$ cat src/rtl/pipeline_stall_controller_pkg.sv
// Shared definitions for the pipeline stall/flush sequencer: state encoding,
// default parameters and the bundle of pipeline-register control strobes.
package pipeline_stall_controller_pkg;

    localparam logic [1:0] ST_RUN      = 2'd0;
    localparam logic [1:0] ST_MEM_WAIT = 2'd1;
    localparam logic [1:0] ST_HALT     = 2'd2;

    localparam int unsigned MEM_TIMEOUT_DEFAULT = 64;
    localparam int unsigned CNT_W_DEFAULT       = 16;

    typedef struct packed {
        logic pc_write;
        logic ifid_write;
        logic ifid_flush;
        logic idex_bubble;
        logic pipe_hold;
        logic memwb_bubble;
    } pipe_ctrl_t;

    // Pipeline frozen behind the memory stage (memory wait and HALT).
    function automatic pipe_ctrl_t ctrl_hold();
        pipe_ctrl_t c;
        c              = '0;
        c.pipe_hold    = 1'b1;
        c.memwb_bubble = 1'b1;
        return c;
    endfunction

endpackage

$ cat src/rtl/pipeline_stall_controller_sat_counter.sv
// Up-counter with synchronous clear that sticks at all-ones instead of wrapping.
module pipeline_stall_controller_sat_counter
    import pipeline_stall_controller_pkg::*;
#(
    parameter int unsigned W = CNT_W_DEFAULT
) (
    input  logic         clk,
    input  logic         clr_i,
    input  logic         inc_i,
    output logic [W-1:0] count_o
);

    logic [W-1:0] count_q;
    logic [W-1:0] count_d;

    always_comb begin
        count_d = count_q;
        if (clr_i) begin
            count_d = '0;
        end else if (inc_i && (count_q != {W{1'b1}})) begin
            count_d = count_q + W'(1);
        end
    end

    always_ff @(posedge clk) begin
        count_q <= count_d;
    end

    assign count_o = count_q;

endmodule

$ cat src/rtl/pipeline_stall_controller.sv
// Central stall/flush sequencer: merges load-use, taken-branch and memory
// handshake into pipeline-register enables, with memory timeout and stall count.
module pipeline_stall_controller
    import pipeline_stall_controller_pkg::*;
#(
    parameter int unsigned MEM_TIMEOUT = MEM_TIMEOUT_DEFAULT,
    parameter int unsigned CNT_W       = CNT_W_DEFAULT
) (
    input  logic             clk,
    input  logic             reset,
    input  logic             hazard_stall,
    input  logic             branch_taken,
    input  logic             mem_req,
    input  logic             mem_ready,
    output logic             pc_write,
    output logic             ifid_write,
    output logic             ifid_flush,
    output logic             idex_bubble,
    output logic             pipe_hold,
    output logic             memwb_bubble,
    output logic             mem_timeout,
    output logic [CNT_W-1:0] stall_count
);

    localparam logic [CNT_W-1:0] TIMEOUT_M1 = CNT_W'(MEM_TIMEOUT - 1);

    logic [1:0]       state_q;
    logic [1:0]       state_d;
    logic             mem_timeout_q;
    logic             mem_timeout_d;
    logic [CNT_W-1:0] wait_cnt;
    logic             mem_wait;
    logic             timeout_hit;
    logic             stall_inc;
    pipe_ctrl_t       ctrl;

    assign mem_wait    = mem_req && !mem_ready;
    // This wait cycle is the MEM_TIMEOUT-th consecutive one.
    assign timeout_hit = (wait_cnt >= TIMEOUT_M1);

    always_comb begin
        state_d       = state_q;
        mem_timeout_d = mem_timeout_q;
        ctrl          = '0;
        if (reset) begin
            ctrl.ifid_flush   = 1'b1;
            ctrl.idex_bubble  = 1'b1;
            ctrl.memwb_bubble = 1'b1;
            state_d           = ST_RUN;
            mem_timeout_d     = 1'b0;
        end else begin
            case (state_q)
                ST_RUN, ST_MEM_WAIT: begin
                    ctrl.pc_write   = 1'b1;
                    ctrl.ifid_write = 1'b1;
                    if (mem_wait) begin
                        ctrl = ctrl_hold();
                        if (timeout_hit) begin
                            state_d       = ST_HALT;
                            mem_timeout_d = 1'b1;
                        end else begin
                            state_d = ST_MEM_WAIT;
                        end
                    end else begin
                        state_d = ST_RUN;
                        if (branch_taken) begin
                            ctrl.ifid_flush  = 1'b1;
                            ctrl.idex_bubble = 1'b1;
                        end else if (hazard_stall) begin
                            ctrl.pc_write    = 1'b0;
                            ctrl.ifid_write  = 1'b0;
                            ctrl.idex_bubble = 1'b1;
                        end
                    end
                end
                default: begin
                    ctrl    = ctrl_hold();
                    state_d = ST_HALT;
                end
            endcase
        end
    end

    always_ff @(posedge clk) begin
        state_q       <= state_d;
        mem_timeout_q <= mem_timeout_d;
    end

    // Stalls are only counted while the pipeline is live.
    assign stall_inc = !reset && !ctrl.pc_write
                       && ((state_q == ST_RUN) || (state_q == ST_MEM_WAIT));

    pipeline_stall_controller_sat_counter #(.W(CNT_W)) u_wait_cnt (
        .clk     (clk),
        .clr_i   (reset || !mem_wait),
        .inc_i   (mem_wait),
        .count_o (wait_cnt)
    );

    pipeline_stall_controller_sat_counter #(.W(CNT_W)) u_stall_cnt (
        .clk     (clk),
        .clr_i   (reset),
        .inc_i   (stall_inc),
        .count_o (stall_count)
    );

    assign pc_write     = ctrl.pc_write;
    assign ifid_write   = ctrl.ifid_write;
    assign ifid_flush   = ctrl.ifid_flush;
    assign idex_bubble  = ctrl.idex_bubble;
    assign pipe_hold    = ctrl.pipe_hold;
    assign memwb_bubble = ctrl.memwb_bubble;
    assign mem_timeout  = mem_timeout_q;

endmodule
$ cat config.mk
export PLATFORM = sky130hd
export DESIGN_NAME = pipeline_stall_controller
export DESIGN_NICKNAME = d
export VERILOG_FILES = /design/src/rtl/pipeline_stall_controller_pkg.sv /design/src/rtl/pipeline_stall_controller_sat_counter.sv /design/src/rtl/pipeline_stall_controller.sv
export SDC_FILE = /design/constraint.sdc
export NUM_CORES = 1
export LEC_CHECK = 0
export CELL_PAD_IN_SITES_DETAIL_PLACEMENT = 1
export CELL_PAD_IN_SITES_GLOBAL_PLACEMENT = 2
export CORE_MARGIN = 4
export CORE_UTILIZATION = 29
export DETAILED_ROUTE_END_ITERATION = 10
export PLACE_DENSITY_LB_ADDON = 0.1
export SYNTH_ARGS = -nofsm -noshare
export SYNTH_HDL_FRONTEND = slang
export SYNTH_HIERARCHICAL = 1
export SYNTH_SLANG_ARGS = --single-unit
$ cat constraint.sdc
create_clock -name clk -period 1.6 [get_ports clk]
set_input_delay 0.16 -clock clk [delete_from_list [all_inputs] [get_ports clk]]
set_output_delay 0.16 -clock clk [all_outputs]
set_load 0.1 [all_outputs]
==> out/metrics.csv <==
metric,value,unit
hold slack,0.4833,ns
routed vias/inst,5.289,
CTS tree,built,
Port Buffer Count,28,
width of the die,89.01,um
"Remaining Overflow, GRT",0,
RSZ-0062 raised after global routing,yes,
Clock transition at path regs,0.07,ns
XOR/XNOR Fraction of Synth Area,1.841,%
adder and majority gate portion of the synthesized area,1.315,%
CP endpoint kind,register,
Hold WC Path Type,input port to register,
Simple-Gate Fraction of Synth Area,37.15,%
worst path arrival time,1.84,ns
Initial Utilization,29.97,%
cell area after synthesis,1903,um^2
post-synthesis mux area share,2.235,%
Design Power,1.712,mW
status,"complete, but fails checks",
Fmax achieved,613.2,MHz
Core Area,6350,um^2
Power Dens Cells,485.0,nW/um^2
Ports,29,
Avg WL per Cell,15.67,um
Synth Flop Type,dfxtp_1,
# rows,29,
Syn Inst Count,227,
Fin. Hold Viols,0,
Worst VDD drop,0.3850,mV
Placed Instances,394,
sequential fraction of the synthesis area,35.77,%
CTS root buf,clkbuf_8,
final setup vio count,1,
largest area contributor in the netlist,dfxtp_1,
hold_sp,reset,
Slew Limit Fails,0,
share of layout cells above drive strength 1,58.51,%
Area contributors post-synth,"dfxtp_1 36%, a21oi_1 5.5%, or4_1 5.5%",
Yosys warning total,6,
Pre-antenna DRT Iters,4,
first-pass GRT wire length,10.56,mm
synthesized area per cell,8.384,um^2
CTS buffer count,5,
critical path launch point type,register,
WS Path Type,register to register,
initial antenna violation count,0,
Max Clock Skew,0.005377,ns
combinational family with the most area after synthesis,simple AND/OR/NAND/NOR gates,
Max-Cap Viols,0,
slack of the critical path,-0.03077,ns
Synth cell types,40,
DRC viols,0,
Layout Cells excl Fill,412,
largest net degree at the start of global routing,23,
Die ar.,7923,um^2
DR iter-0 viols,48,
Sink Count,34,
Worst Path Max Fanout,4,
relative slew slack,74.34,%
Routed WL,6.458,mm
Worst Tran Pin Value,0.3800,ns
ys async rst share,0,%
failing checks,negative setup slack,
Vias,2179,
Tmin final,1.631,ns
Synth top area share,35.77,%
"Net Count, Synth",235,
CP Data Required Time,1.81,ns
r2r startpoint,u_wait_cnt/count_o[0],
Worst Setup SP,u_wait_cnt/count_o[0],
"EDFF count, synth",0,
compound-cell area share of the yosys netlist,17.82,%
gpl congestion,0.8139,
Final period util,101.9,%
overall die height,89.01,um
Total Routing Usage GR,16.89,%
H-tree levels,2,
Leakage,1.325,nW
register bit total from synthesis,34,
Area Overhead vs Synth,85.47,%
Setup TNS,-0.03077,ns
fin nets,342,
DP HPWL,4.830,mm
CTS max path bufs,2,
clock latency at the later pin of the worst-skew pair,0.28,ns
FILL cells,687,
vias in the first global route,2178,
post-route ant nets,0,
Inserted Diodes,0,
-- Yosys cell counts (3+ instances only) --
master	count
or4_1	14
o21ai_0	8
nor2_1	16
o21a_1	3
inv_1	9
dfxtp_1	34
o31ai_1	13
nor4_1	5
nor3_1	8
and4_1	6
xnor2_1	4
clkbuf_1	4
nand2_1	16
nand3_1	12
nor2b_1	6
or3_1	6
nand4_1	7
a21oi_1	21
-- placed cells by master, fill, tap and decap left out, drive strengths merged --
cell / Yosys / layout
nor4b: 1 / 1
a31o: 1 / 1
a21oi: 21 / 21
nand2b: 1 / 1
clkbuf: 4 / 8
nor4: 8 / 8
or4: 14 / 14
buf: 5 / 104
or3: 6 / 6
and4: 6 / 6
and3: 2 / 2
o31a: 1 / 1
ha: 2 / 2
o41ai: 2 / 2
nor3: 8 / 8
a21boi: 1 / 1
mux2: 2 / 2
mux2i: 2 / 2
nand3: 12 / 12
nand2: 18 / 18
o21a: 3 / 3
nor2: 16 / 16
nor4bb: 2 / 2
dfxtp: 34 / 34
a211o: 1 / 1
nand4: 9 / 9
xnor2: 4 / 4
nand3b: 2 / 2
inv: 9 / 9
nor2b: 6 / 6
o311ai: 2 / 2
o31ai: 13 / 13
dlygate4sd2: 0 / 5
o21ai: 9 / 9
-- sequential cells by signal (all words and copies together) (netlist names) --
name and flops:
u_stall_cnt/count_o 16, u_wait_cnt/count_o 16, mem_timeout 1, state_q 1
-- area by class of cell --
| cell class | instances | area [um^2] | share of cell area (%) |
|---|---|---|---|
| multi-input cells | 175 | 1410 | 39.95 |
| inverters | 9 | 33.78 | 0.9571 |
| flip-flops and latches | 34 | 769.5 | 21.80 |
| well taps | 77 | 96.34 | 2.730 |
| clock buffers | 8 | 80.08 | 2.269 |
| repair buffers | 109 | 1140 | 32.29 |
-- kinds of logic after synthesis --
kind of cell    after synthesis
compound gates               54
xor+xnor                      4
flops                        34
mux                           4
buf+inv                      18
simple gates                111
fa+ha+maj                     2
-- final timing paths --
check	to	slack, ns	cells after the start
worst min register to register	u_stall_cnt/count_o[15]	0.54	2
worst max register to register	u_wait_cnt/count_o[7]	-0.03	7
worst max-delay path	u_wait_cnt/count_o[7]	-0.03	7
worst min-delay path	u_stall_cnt/count_o[15]	0.48	3
-- routing by layer --
| layer | wire length [um] | track usage, % |
|---|---|---|
| met5 | 0 | 0 |
| met2 | 2922 | 25.91 |
| met4 | 57 | 4.060 |
| met3 | 253 | 3.226 |
| met1 | 3224 | 24.40 |
-- critical path, stage by stage (launching register included) --
cell and delay, ns:
dfxtp_4 0.37, ha_4 0.17, nand3_4 0.06, nor4_4 0.06, buf_4 0.16, buf_6 0.12
or4_4 0.51, a21oi_2 0.13
-- report_power, final --
part	switching [mW]	leakage, nW	internal, mW
Combinational	0.162	0.990	0.106
Sequential	0.00409	0.296	0.817
Clock	0.313	0.0395	0.310
Total	0.479	1.33	1.23
-- what timing repair did --
item / in CTS / in global routing
hold endpoints to repair: 0 / 0
buffers inserted: 7 / 5
pin swaps: 14 / 18
cloned: 0 / 0
gates resized for setup: 35 / 35
setup endpoints to repair: 27 / 26
hold buffers: 0 / 0
-- per-stage QoR --
| step | utilization, % | setup slack (ns) | area (um^2) |
|---|---|---|---|
| 3_3_place_gp | 49.56 | -0.4158 | 3147 |
| 6_report | 55.59 | -0.03077 | 3530 |
| 3_5_place_dp | 49.56 | -0.4820 | 3147 |
| 2_1_floorplan | - | -0.2678 | 2038 |
| 4_1_cts | 53.16 | -0.002342 | 3376 |
| 5_1_grt | 55.59 | -0.08121 | 3530 |
No activity file was read; power rests on OpenSTA's default activity.
